## config.mk

```make
export PLATFORM = sky130hd
export DESIGN_NAME = ddr_port_arbiter
export DESIGN_NICKNAME = d
export VERILOG_FILES = /design/src/rtl/ddr_port_arbiter.sv
export SDC_FILE = /design/constraint.sdc
export NUM_CORES = 1
export LEC_CHECK = 0
export CAP_MARGIN = 20
export CORE_ASPECT_RATIO = 1.4
export CORE_UTILIZATION = 45
export CTS_BUF_LIST = sky130_fd_sc_hd__clkbuf_4 sky130_fd_sc_hd__clkbuf_8
export DETAILED_ROUTE_END_ITERATION = 16
export GPL_TIMING_DRIVEN = 1
export HOLD_SLACK_MARGIN = 0.05
export PLACE_DENSITY_LB_ADDON = 0.1
export SETUP_SLACK_MARGIN = 0.4
export SLEW_MARGIN = 20
export SYNTH_ARGS = -nofsm -noshare
export SYNTH_HDL_FRONTEND = slang
export SYNTH_SLANG_ARGS = --single-unit
```

## constraint.sdc

```tcl
create_clock -name clk -period 1.7 [get_ports clk]
set_input_delay 0.17 -clock clk [delete_from_list [all_inputs] [get_ports clk]]
set_output_delay 0.17 -clock clk [all_outputs]
set_load 0.01 [all_outputs]
```

## src/rtl/ddr_port_arbiter.sv

```systemverilog
// Two-requester round-robin arbiter for a single-word LPDDR user port.
// Each granted access becomes one BL1 command; read data and a one-cycle ack return to the winner.
module ddr_port_arbiter #(
  parameter int unsigned RD_TIMEOUT = 255,
  parameter int unsigned ADDR_W     = 18
) (
  input  logic              clk,
  input  logic              rst_n,
  input  logic              calib_done,
  input  logic              req0,
  input  logic              req1,
  input  logic              wren0,
  input  logic              wren1,
  input  logic [ADDR_W-1:0] addr0,
  input  logic [ADDR_W-1:0] addr1,
  input  logic [31:0]       wdata0,
  input  logic [31:0]       wdata1,
  output logic              ack0,
  output logic              ack1,
  output logic              err,
  output logic [31:0]       rdata,
  output logic              busy,
  output logic              cmd_en,
  output logic [2:0]        cmd_instr,
  output logic [5:0]        cmd_bl,
  output logic [29:0]       cmd_byte_addr,
  input  logic              cmd_full,
  output logic              wr_en,
  output logic [31:0]       wr_data,
  output logic [3:0]        wr_mask,
  input  logic              wr_full,
  output logic              rd_en,
  input  logic [31:0]       rd_data,
  input  logic              rd_empty
);

  localparam int CNT_W = (RD_TIMEOUT < 1) ? 1 : $clog2(RD_TIMEOUT + 1);

  typedef enum logic [2:0] {
    S_IDLE    = 3'd0,
    S_WR_DATA = 3'd1,
    S_WR_CMD  = 3'd2,
    S_RD_CMD  = 3'd3,
    S_RD_WAIT = 3'd4,
    S_DONE    = 3'd5
  } state_e;

  state_e              state_q, state_d;
  logic                last_grant_q, last_grant_d;
  logic                gnt_q, gnt_d;
  logic                wren_q, wren_d;
  logic [ADDR_W-1:0]   addr_q, addr_d;
  logic [31:0]         wdata_q, wdata_d;
  logic [CNT_W-1:0]    cnt_q, cnt_d;
  logic                pick_s;

  logic                ack0_q, ack0_d;
  logic                ack1_q, ack1_d;
  logic                err_q, err_d;
  logic [31:0]         rdata_q, rdata_d;
  logic                busy_q, busy_d;
  logic                cmd_en_q, cmd_en_d;
  logic [2:0]          cmd_instr_q, cmd_instr_d;
  logic [29:0]         cmd_addr_q, cmd_addr_d;
  logic                wr_en_q, wr_en_d;
  logic [31:0]         wr_data_q, wr_data_d;
  logic                rd_en_q, rd_en_d;

  // On a tie the requester that did not win last time is chosen.
  always_comb begin
    if (req0 && req1) begin
      pick_s = ~last_grant_q;
    end else begin
      pick_s = req1;
    end
  end

  // Next-state and registered-output logic.
  always_comb begin
    state_d      = state_q;
    last_grant_d = last_grant_q;
    gnt_d        = gnt_q;
    wren_d       = wren_q;
    addr_d       = addr_q;
    wdata_d      = wdata_q;
    cnt_d        = cnt_q;
    rdata_d      = rdata_q;
    cmd_instr_d  = cmd_instr_q;
    cmd_addr_d   = cmd_addr_q;
    wr_data_d    = wr_data_q;
    cmd_en_d     = 1'b0;
    wr_en_d      = 1'b0;
    rd_en_d      = 1'b0;
    err_d        = 1'b0;
    ack0_d       = 1'b0;
    ack1_d       = 1'b0;
    busy_d       = 1'b0;

    case (state_q)
      S_IDLE: begin
        if (calib_done && (req0 || req1)) begin
          gnt_d        = pick_s;
          last_grant_d = pick_s;
          wren_d       = pick_s ? wren1 : wren0;
          addr_d       = pick_s ? addr1 : addr0;
          wdata_d      = pick_s ? wdata1 : wdata0;
          if (pick_s ? wren1 : wren0) begin
            state_d = S_WR_DATA;
          end else begin
            state_d = S_RD_CMD;
          end
        end else begin
          state_d = S_IDLE;
        end
      end
      S_WR_DATA: begin
        if (!wr_full) begin
          wr_en_d   = 1'b1;
          wr_data_d = wdata_q;
          state_d   = S_WR_CMD;
        end else begin
          state_d = S_WR_DATA;
        end
      end
      S_WR_CMD: begin
        if (!cmd_full) begin
          cmd_en_d    = 1'b1;
          cmd_instr_d = 3'd0;
          cmd_addr_d  = 30'({addr_q, 2'b00});
          state_d     = S_DONE;
        end else begin
          state_d = S_WR_CMD;
        end
      end
      S_RD_CMD: begin
        if (!cmd_full) begin
          cmd_en_d    = 1'b1;
          cmd_instr_d = 3'd1;
          cmd_addr_d  = 30'({addr_q, 2'b00});
          cnt_d       = '0;
          state_d     = S_RD_WAIT;
        end else begin
          state_d = S_RD_CMD;
        end
      end
      S_RD_WAIT: begin
        if (!rd_empty) begin
          rd_en_d = 1'b1;
          rdata_d = rd_data;
          err_d   = 1'b0;
          state_d = S_DONE;
        end else if (cnt_q == CNT_W'(RD_TIMEOUT)) begin
          err_d   = 1'b1;
          state_d = S_DONE;
        end else begin
          cnt_d = cnt_q + CNT_W'(1);
        end
      end
      S_DONE: begin
        state_d = S_IDLE;
      end
      default: begin
        state_d = S_IDLE;
      end
    endcase

    // Ack is registered on entry so it is high exactly during the DONE cycle.
    if (state_d == S_DONE) begin
      ack0_d = ~gnt_q;
      ack1_d = gnt_q;
    end else begin
      ack0_d = 1'b0;
      ack1_d = 1'b0;
    end
    busy_d = (state_d != S_IDLE);
  end

  // State and output registers with synchronous active-low reset.
  always_ff @(posedge clk) begin
    if (!rst_n) begin
      state_q      <= S_IDLE;
      last_grant_q <= 1'b1;
      gnt_q        <= 1'b0;
      wren_q       <= 1'b0;
      addr_q       <= '0;
      wdata_q      <= 32'd0;
      cnt_q        <= '0;
      ack0_q       <= 1'b0;
      ack1_q       <= 1'b0;
      err_q        <= 1'b0;
      rdata_q      <= 32'd0;
      busy_q       <= 1'b0;
      cmd_en_q     <= 1'b0;
      cmd_instr_q  <= 3'd0;
      cmd_addr_q   <= 30'd0;
      wr_en_q      <= 1'b0;
      wr_data_q    <= 32'd0;
      rd_en_q      <= 1'b0;
    end else begin
      state_q      <= state_d;
      last_grant_q <= last_grant_d;
      gnt_q        <= gnt_d;
      wren_q       <= wren_d;
      addr_q       <= addr_d;
      wdata_q      <= wdata_d;
      cnt_q        <= cnt_d;
      ack0_q       <= ack0_d;
      ack1_q       <= ack1_d;
      err_q        <= err_d;
      rdata_q      <= rdata_d;
      busy_q       <= busy_d;
      cmd_en_q     <= cmd_en_d;
      cmd_instr_q  <= cmd_instr_d;
      cmd_addr_q   <= cmd_addr_d;
      wr_en_q      <= wr_en_d;
      wr_data_q    <= wr_data_d;
      rd_en_q      <= rd_en_d;
    end
  end

  assign ack0          = ack0_q;
  assign ack1          = ack1_q;
  assign err           = err_q;
  assign rdata         = rdata_q;
  assign busy          = busy_q;
  assign cmd_en        = cmd_en_q;
  assign cmd_instr     = cmd_instr_q;
  assign cmd_bl        = 6'd0;
  assign cmd_byte_addr = cmd_addr_q;
  assign wr_en         = wr_en_q;
  assign wr_data       = wr_data_q;
  assign wr_mask       = 4'd0;
  assign rd_en         = rd_en_q;

endmodule

```

==> results of run 1 <==
==> state kept, by name (all words and copies together), names as in the netlist, 3 cells and up <==
| signal | flops |
|---|---|
| state_q | 3 |
| addr_q | 18 |
| wr_data | 32 |
| cnt_q | 8 |
| cmd_byte_addr | 18 |
| wdata_q | 32 |
| rdata | 32 |
==> power by group through the flow <==
stage               sequential [mW]  clock [mW]  combinational, mW
CTS                            3.96        2.97               2.45
detailed placement             4.03           0               1.59
floorplan                      4.01           0              0.958
global route                   4.02        3.18               2.82
global placement               4.02           0               1.55
finish                         4.00        3.00               2.70
==> synthesized netlist by cell type, types with 4 or more instances <==
library cell / number
nand2_1: 170
buf_2: 12
dfxtp_1: 153
and3_1: 4
nor2_1: 61
clkbuf_1: 26
xor2_1: 5
nand3_1: 4
a21oi_1: 87
mux2i_1: 50
buf_4: 33
a211oi_2: 40
buf_6: 7
inv_1: 6
o21ai_0: 5
a211oi_1: 11
==> metal layers <==
| metal | part of all wire | wire length, µm | vias to the layer above |
|---|---|---|---|
| met1 | 0.36 | 8680 | 3147 |
| met3 | 0.063 | 1530 | 69 |
| met2 | 0.54 | 13100 | 291 |
| met5 | 0 | 0 | - |
| met4 | 0.045 | 1110 | 0 |
| li1 | - | - | 3024 |
==> cell families (layout without fill, tap and decap cells) <==
kind of cell / after synthesis / in the layout / share of synthesized area
simple gates: 261 / 261 / 0.171
compound gates: 157 / 157 / 0.181
flops: 153 / 153 / 0.480
buf+inv: 85 / 392 / 0.0799
mux: 50 / 50 / 0.0784
xor+xnor: 5 / 5 / 0.00686
fa+ha+maj: 1 / 1 / 0.00196
other cells: 1 / 24 / 0.000587
==> placed cells by master (no fill, tap or decap), types with 7 or more instances in the layout <==
| master | netlist | layout |
|---|---|---|
| a211oi_2 | 40 | 49 |
| dfxtp_4 | 0 | 7 |
| buf_6 | 7 | 29 |
| a21oi_1 | 87 | 35 |
| conb_1 | 1 | 24 |
| clkdlybuf4s15_1 | 0 | 23 |
| dlygate4sd2_1 | 0 | 52 |
| mux2i_1 | 50 | 48 |
| clkdlybuf4s50_1 | 0 | 141 |
| nand2_1 | 170 | 98 |
| clkbuf_2 | 0 | 15 |
| nor2_1 | 61 | 55 |
| buf_4 | 33 | 36 |
| clkbuf_8 | 0 | 18 |
| buf_16 | 0 | 23 |
| nand2_4 | 0 | 55 |
| dfxtp_1 | 153 | 142 |
| nand2_2 | 0 | 17 |
| a21oi_2 | 0 | 52 |
| buf_12 | 0 | 27 |
==> worst min-delay path by stage <==
stage,start,end
after floorplan,rd_data[0],rdata[0]
final,rd_data[8],rdata[8]
after global placement,wdata_q[26],wr_data[26]
after CTS,rd_data[17],rdata[17]
after global routing,rd_data[5],rdata[5]
after detailed placement,wdata_q[23],wr_data[23]
==> worst reg2reg max path: stages, from the launching register on <==
cell and delay [ps]:
dfxtp_4 370, buf_6 130, buf_6 110, buf_6 120, nor3_4 300, buf_6 170
buf_12 100, buf_16 130, nand2_2 60, a21oi_1 130
==> area by class of cell <==
class                           count  area, µm²  area share
Timing Repair Buffer              353       4080       0.349
Multi-Input combinational cell    498       3840       0.328
Sequential cell                   153       3090       0.265
Clock buffer                       19        255      0.0218
Tap cell                          185        231      0.0198
Clock inverter                     13        168      0.0143
Inverter                            7       28.8     0.00246
==> stage by stage <==
stage	total power, mW	area, µm²
after detailed placement	5.63	9000
final	9.69	11700
after floorplan	4.97	6520
after global placement	5.57	9000
after CTS	9.39	11200
after global routing	10.0	11700
==> timing repair <==
action                     CTS  global route
resized for setup          300           169
hold buffers                 0             0
setup endpoints to repair  241           191
setup buffers               47            12
gates cloned                25             2
pin swaps                   97            94
==> impl_metrics.json, run 1 <==
{
  "yosysSeqAreaShare": 0.480,
  "crit_path_max_incr_delay_ps": 370,
  "die_h_um": 143,
  "period_share": 0.979,
  "cpMostUsedCell": "buf_6",
  "routed_wl_um": 24400,
  "row_count": 51,
  "use_met2": 0.562,
  "synthTopCellsByArea": "dfxtp_1, nand2_1, a211oi_2, mux2i_1, a21oi_1",
  "synth_area_mm2": 0.00639,
  "cts_root_buffer": "clkbuf_8",
  "cts_buffer_depth": 2,
  "io_pins": 256,
  "power.share.clock": 0.309,
  "drcViolationCount": 0,
  "chipWidth_um": 103,
  "cp.depth": 9,
  "crit_fanout": 5,
  "synth_edf_count": 0,
  "ys_warn_count": 0,
  "cp.required_ps": 2100,
  "crit_arrival_ps": 2070,
  "synth_cell_types": 45,
  "finalHoldWorstSlack_ps": 254,
  "final-setup-viol-count": 0,
  "area_growth_pct": 83.1,
  "p_int_mw": 6.82,
  "pre_cts_ws_ps": -194,
  "drive_gt1_frac": 0.379,
  "setup_ws_ps": 35.7,
  "dieArea_mm2": 0.0147,
  "r2r_cells": 9,
  "total_leakage_power_nw": 4.80,
  "final_core_util": 0.841,
  "place.port_buffers": 231,
  "regToRegSetupSlack_ps": 40,
  "seqPwrFrac": 0.412,
  "dr_total_vias": 6531,
  "dr.first_iter.drc_count": 198,
  "path_cells": "buf_6, buf_6, buf_6, nor3_4, buf_6, buf_12, buf_16, nand2_2, a21oi_1",
  "place_inst": 1110,
  "nNetsFinal": 1173,
  "dp_hpwl_um": 12300,
  "first_pass_iters": 4,
  "grt_pass1_vias": 6588,
  "busiest_layer": "met2",
  "worst-setup-path-type": "flop to flop",
  "path_clk_slew_ps": 100,
  "initial_utilization": 0.459,
  "antenna_found_initial": 0,
  "crit_family": "buffers and inverters",
  "startpoint": "state_q[2]",
  "ant_nets": 0,
  "cts_buffers": 17,
  "cp_num_buf_inv": 6,
  "fillers": 765,
  "ys_ff_latch": 153,
  "endpoint_kind": "flop",
  "ir_drop_v": 0.000540,
  "p_switching_mw": 2.88,
  "grt_util_met3": 0.0773,
  "synth_top_area_cell": "dfxtp_1",
  "reg2reg_to": "cmd_byte_addr[13]",
  "status": "finished clean",
  "comb_power_share": 0.278,
  "tns_ps": 0,
  "holdPathStages": 3,
  "ys_async_sr_fraction": 0,
  "reg2reg_from": "state_q[2]",
  "crit_path_start_kind": "flop",
  "clkLatencyLatePin_ps": 460,
  "diodes": 0,
  "grt_max_degree": 50,
  "drv_slew": 0,
  "rsz0062_at_grt": "yes",
  "clkSinkCount": 153,
  "critPathSlowestCell": "dfxtp_4",
  "cap_violations": 0,
  "finalCriticalPeriod_ps": 1660,
  "syn_avg_cell_area_um2": 8.96,
  "grt_pass1_wl_um": 34100,
  "grt-ovfl-total": 0,
  "syn_inst": 713,
  "detail_route.wl_per_cell_um": 19.9,
  "skew_ps": 21.4,
  "gr-usage-met1": 0.319,
  "finalHoldViolCount": 0,
  "synth_ff_type": "dfxtp_1",
  "setup.worst_path.end": "cmd_byte_addr[13]",
  "sw_frac_of_total": 0.297,
  "cts_tree": "yes",
  "hold_path.class": "input port to flop",
  "core_mm2": 0.0139,
  "cts_max_level": 4,
  "fmax_mhz": 601,
  "cellPowerDensity_mw_per_mm2": 829,
  "synth_top_area_share": 0.480,
  "instances_no_fill": 1228,
  "drt-vias-per-instance": 5.32,
  "gp_congestion": 0.806,
  "grtUsageTotal": 0.311
}
(Power assumes the default switching activity.)
==> inputs of run 2 (changes only) <==
--- a/config.mk
+++ b/config.mk
@@ -11,7 +11,7 @@
 export CTS_BUF_LIST = sky130_fd_sc_hd__clkbuf_4 sky130_fd_sc_hd__clkbuf_8
 export DETAILED_ROUTE_END_ITERATION = 16
 export GPL_TIMING_DRIVEN = 1
-export HOLD_SLACK_MARGIN = 0.05
+export HOLD_SLACK_MARGIN = 0.02
 export PLACE_DENSITY_LB_ADDON = 0.1
 export SETUP_SLACK_MARGIN = 0.4
 export SLEW_MARGIN = 20
==> results of run 2 <==
No change in the layout: final DEF, timing and power equal those of run 1.
==> inputs of run 3 (changes only) <==
--- a/config.mk
+++ b/config.mk
@@ -6,7 +6,7 @@
 export NUM_CORES = 1
 export LEC_CHECK = 0
 export CAP_MARGIN = 20
-export CORE_ASPECT_RATIO = 1.4
+export CORE_ASPECT_RATIO = 0.75
 export CORE_UTILIZATION = 45
 export CTS_BUF_LIST = sky130_fd_sc_hd__clkbuf_4 sky130_fd_sc_hd__clkbuf_8
 export DETAILED_ROUTE_END_ITERATION = 16
@@ -18,3 +18,4 @@
 export SYNTH_ARGS = -nofsm -noshare
 export SYNTH_HDL_FRONTEND = slang
 export SYNTH_SLANG_ARGS = --single-unit
+export TNS_END_PERCENT = 10
==> run 3 against run 2 <==
  * Setup slack improved by 71 ps
  * Sequential share of layout area up 4.3 points
  * Critical endpoint is now wdata_q[23]
  * Wire length is 25% lower
  * Combinational power down 26%
  * Maximum frequency rose by 4.5%
  * First-iteration DRC count up 38%
  * Utilization fell by 12 points
  * Design area fell by 15%
  * Final cell count shrank 4.9%
  * Clock-buffer cell count rose by 1
  * Largest power group unchanged
  * Worst hold slack improved by 27 ps
==> impl_metrics.json, run 3 (synthesis gave the netlist of run 1 again) <==
{
  "finalCriticalPeriod_ps": 1590,
  "diodes": 0,
  "seqPwrFrac": 0.440,
  "grt_max_degree": 41,
  "cts_tree": "yes",
  "gp_congestion": 0.827,
  "detail_route.wl_per_cell_um": 15.6,
  "crit_path_max_incr_delay_ps": 370,
  "ant_nets": 0,
  "finalHoldViolCount": 0,
  "crit_path_start_kind": "flop",
  "place_area_mm2": 0.00897,
  "pre_cts_ws_ps": -125,
  "wl_met1_um": 7950,
  "crit_fanout": 10,
  "path_clk_slew_ps": 90,
  "clkSinkCount": 153,
  "final-setup-viol-count": 0,
  "row_count": 37,
  "dr.first_iter.drc_count": 273,
  "drv_slew": 0,
  "p_switching_mw": 2.39,
  "first_pass_iters": 4,
  "postLayoutCellArea_mm2": 0.00998,
  "fmax_mhz": 628,
  "endpoint_kind": "flop",
  "grt-ovfl-total": 0,
  "postCtsHoldBufs": 0,
  "highest_layer": "met4",
  "critPathSlowestCell": "dfxtp_4",
  "dr_total_vias": 5901,
  "cts_buffers": 17,
  "cts_root_buffer": "clkbuf_8",
  "area_growth_pct": 56.3,
  "cts_buffer_depth": 2,
  "io_pins": 256,
  "status": "finished clean",
  "rsz0062_at_grt": "yes",
  "worst-setup-path-type": "flop to flop",
  "nNetsFinal": 1124,
  "instances_no_fill": 1168,
  "drt-vias-per-instance": 5.05,
  "p_int_mw": 6.59,
  "final_common_cell": "clkdlybuf4s50_1",
  "path_cells": "nor4b_4, buf_4, o21a_4, buf_12, buf_8, buf_16, a211oi_2",
  "drcViolationCount": 0,
  "dieArea_mm2": 0.0147,
  "clkLatencyLatePin_ps": 430,
  "cp.required_ps": 2010,
  "wl_met2_um": 9180,
  "drive_gt1_frac": 0.177,
  "met3_length_um": 976,
  "place_inst": 1107,
  "place.port_buffers": 231,
  "routed_wl_um": 18200,
  "grtUsageTotal": 0.228,
  "final_cell_mix": "clkdlybuf4s50_1, nand2_1, dfxtp_1, a21oi_1, nor2_1",
  "antenna_found_initial": 0,
  "initial_utilization": 0.463,
  "cp_num_buf_inv": 4,
  "power.share.clock": 0.337,
  "grt_pass1_wl_um": 27100,
  "core_mm2": 0.0138,
  "grt_pass1_vias": 5714,
  "period_share": 0.937,
  "comb_power_share": 0.223,
  "cap_violations": 0,
  "crit_family": "buffers and inverters",
  "chipWidth_um": 140,
  "sw_frac_of_total": 0.266,
  "skew_ps": 11.9,
  "dp_hpwl_um": 11700,
  "total_leakage_power_nw": 3.62,
  "setup_ws_ps": 107,
  "die_h_um": 105,
  "cts_max_level": 4,
  "hold_path.class": "input port to flop",
  "crit_arrival_ps": 1900,
  "ir_drop_v": 0.000561,
  "cellPowerDensity_mw_per_mm2": 899
}
run 3: cell count changes in the layout (fill, tap and decap cells not counted), moves of 16 or more:
cell | previous run | this run
clkdlybuf4s50_1 | 141 | 230
nand2_1 | 98 | 169
nand2_4 | 55 | 0
dlygate4sd2_1 | 52 | 1
a21oi_1 | 35 | 82
a21oi_2 | 52 | 5
buf_6 | 29 | 5
clkdlybuf4s15_1 | 23 | 0
buf_16 | 23 | 1
nand2_2 | 17 | 1
run 3: per-layer routing:
layer,vias up,GRT usage
li1,2911,-
met1,2789,0.285
met2,189,0.393
met3,12,0.0550
met4,0,0.0604
met5,-,0
run 3: final timing paths:
check / startpoint / end / slack, ps / cells after the start
max: state_q[1] / wdata_q[23] / 110 / 7
max reg2reg: state_q[1] / wdata_q[23] / 110 / 7
min reg2reg: wdata_q[4] / wr_data[4] / 440 / 2
min: rd_data[15] / rdata[15] / 280 / 3
run 3: layout make-up:
cell class	count	area, µm²
clock inverters	11	173
fillers	1026	3820
multi-input cells	499	3040
inverters	7	28.8
flip-flops and latches	153	3070
well taps	175	219
repair buffers	303	3190
clock buffers	20	263
run 3: metrics by stage:
step | TNS, ps | power, mW | utilization | hold slack, ps
after floorplan | 0 | 4.95 | - | 306
after global placement | -320 | 5.56 | 0.650 | 436
after detailed placement | -3920 | 5.61 | 0.650 | 445
after CTS | 0 | 8.73 | 0.693 | 253
after global routing | 0 | 9.35 | 0.723 | 274
final | 0 | 8.97 | 0.723 | 281
run 3: power groups by stage:
stage | sequential, mW | clock, mW | combinational, mW
CTS | 3.95 | 3.08 | 1.71
detailed placement | 4.03 | 0 | 1.59
global route | 3.98 | 3.23 | 2.14
finish | 3.95 | 3.02 | 2.00
global placement | 4.02 | 0 | 1.54
floorplan | 4.01 | 0 | 0.939
run 3: worst min-delay path, stage by stage:
cell and delay (ps):
clkdlybuf4s50_1 390, nand2_1 50, a21oi_1 50
run 3: timing repair:
item                                    in CTS  in global routing
endpoints found under the setup margin     240                242
pin swaps                                    3                 17
gates resized for setup                     18                 32
cloned                                       1                 11
setup buffers                                9                  9
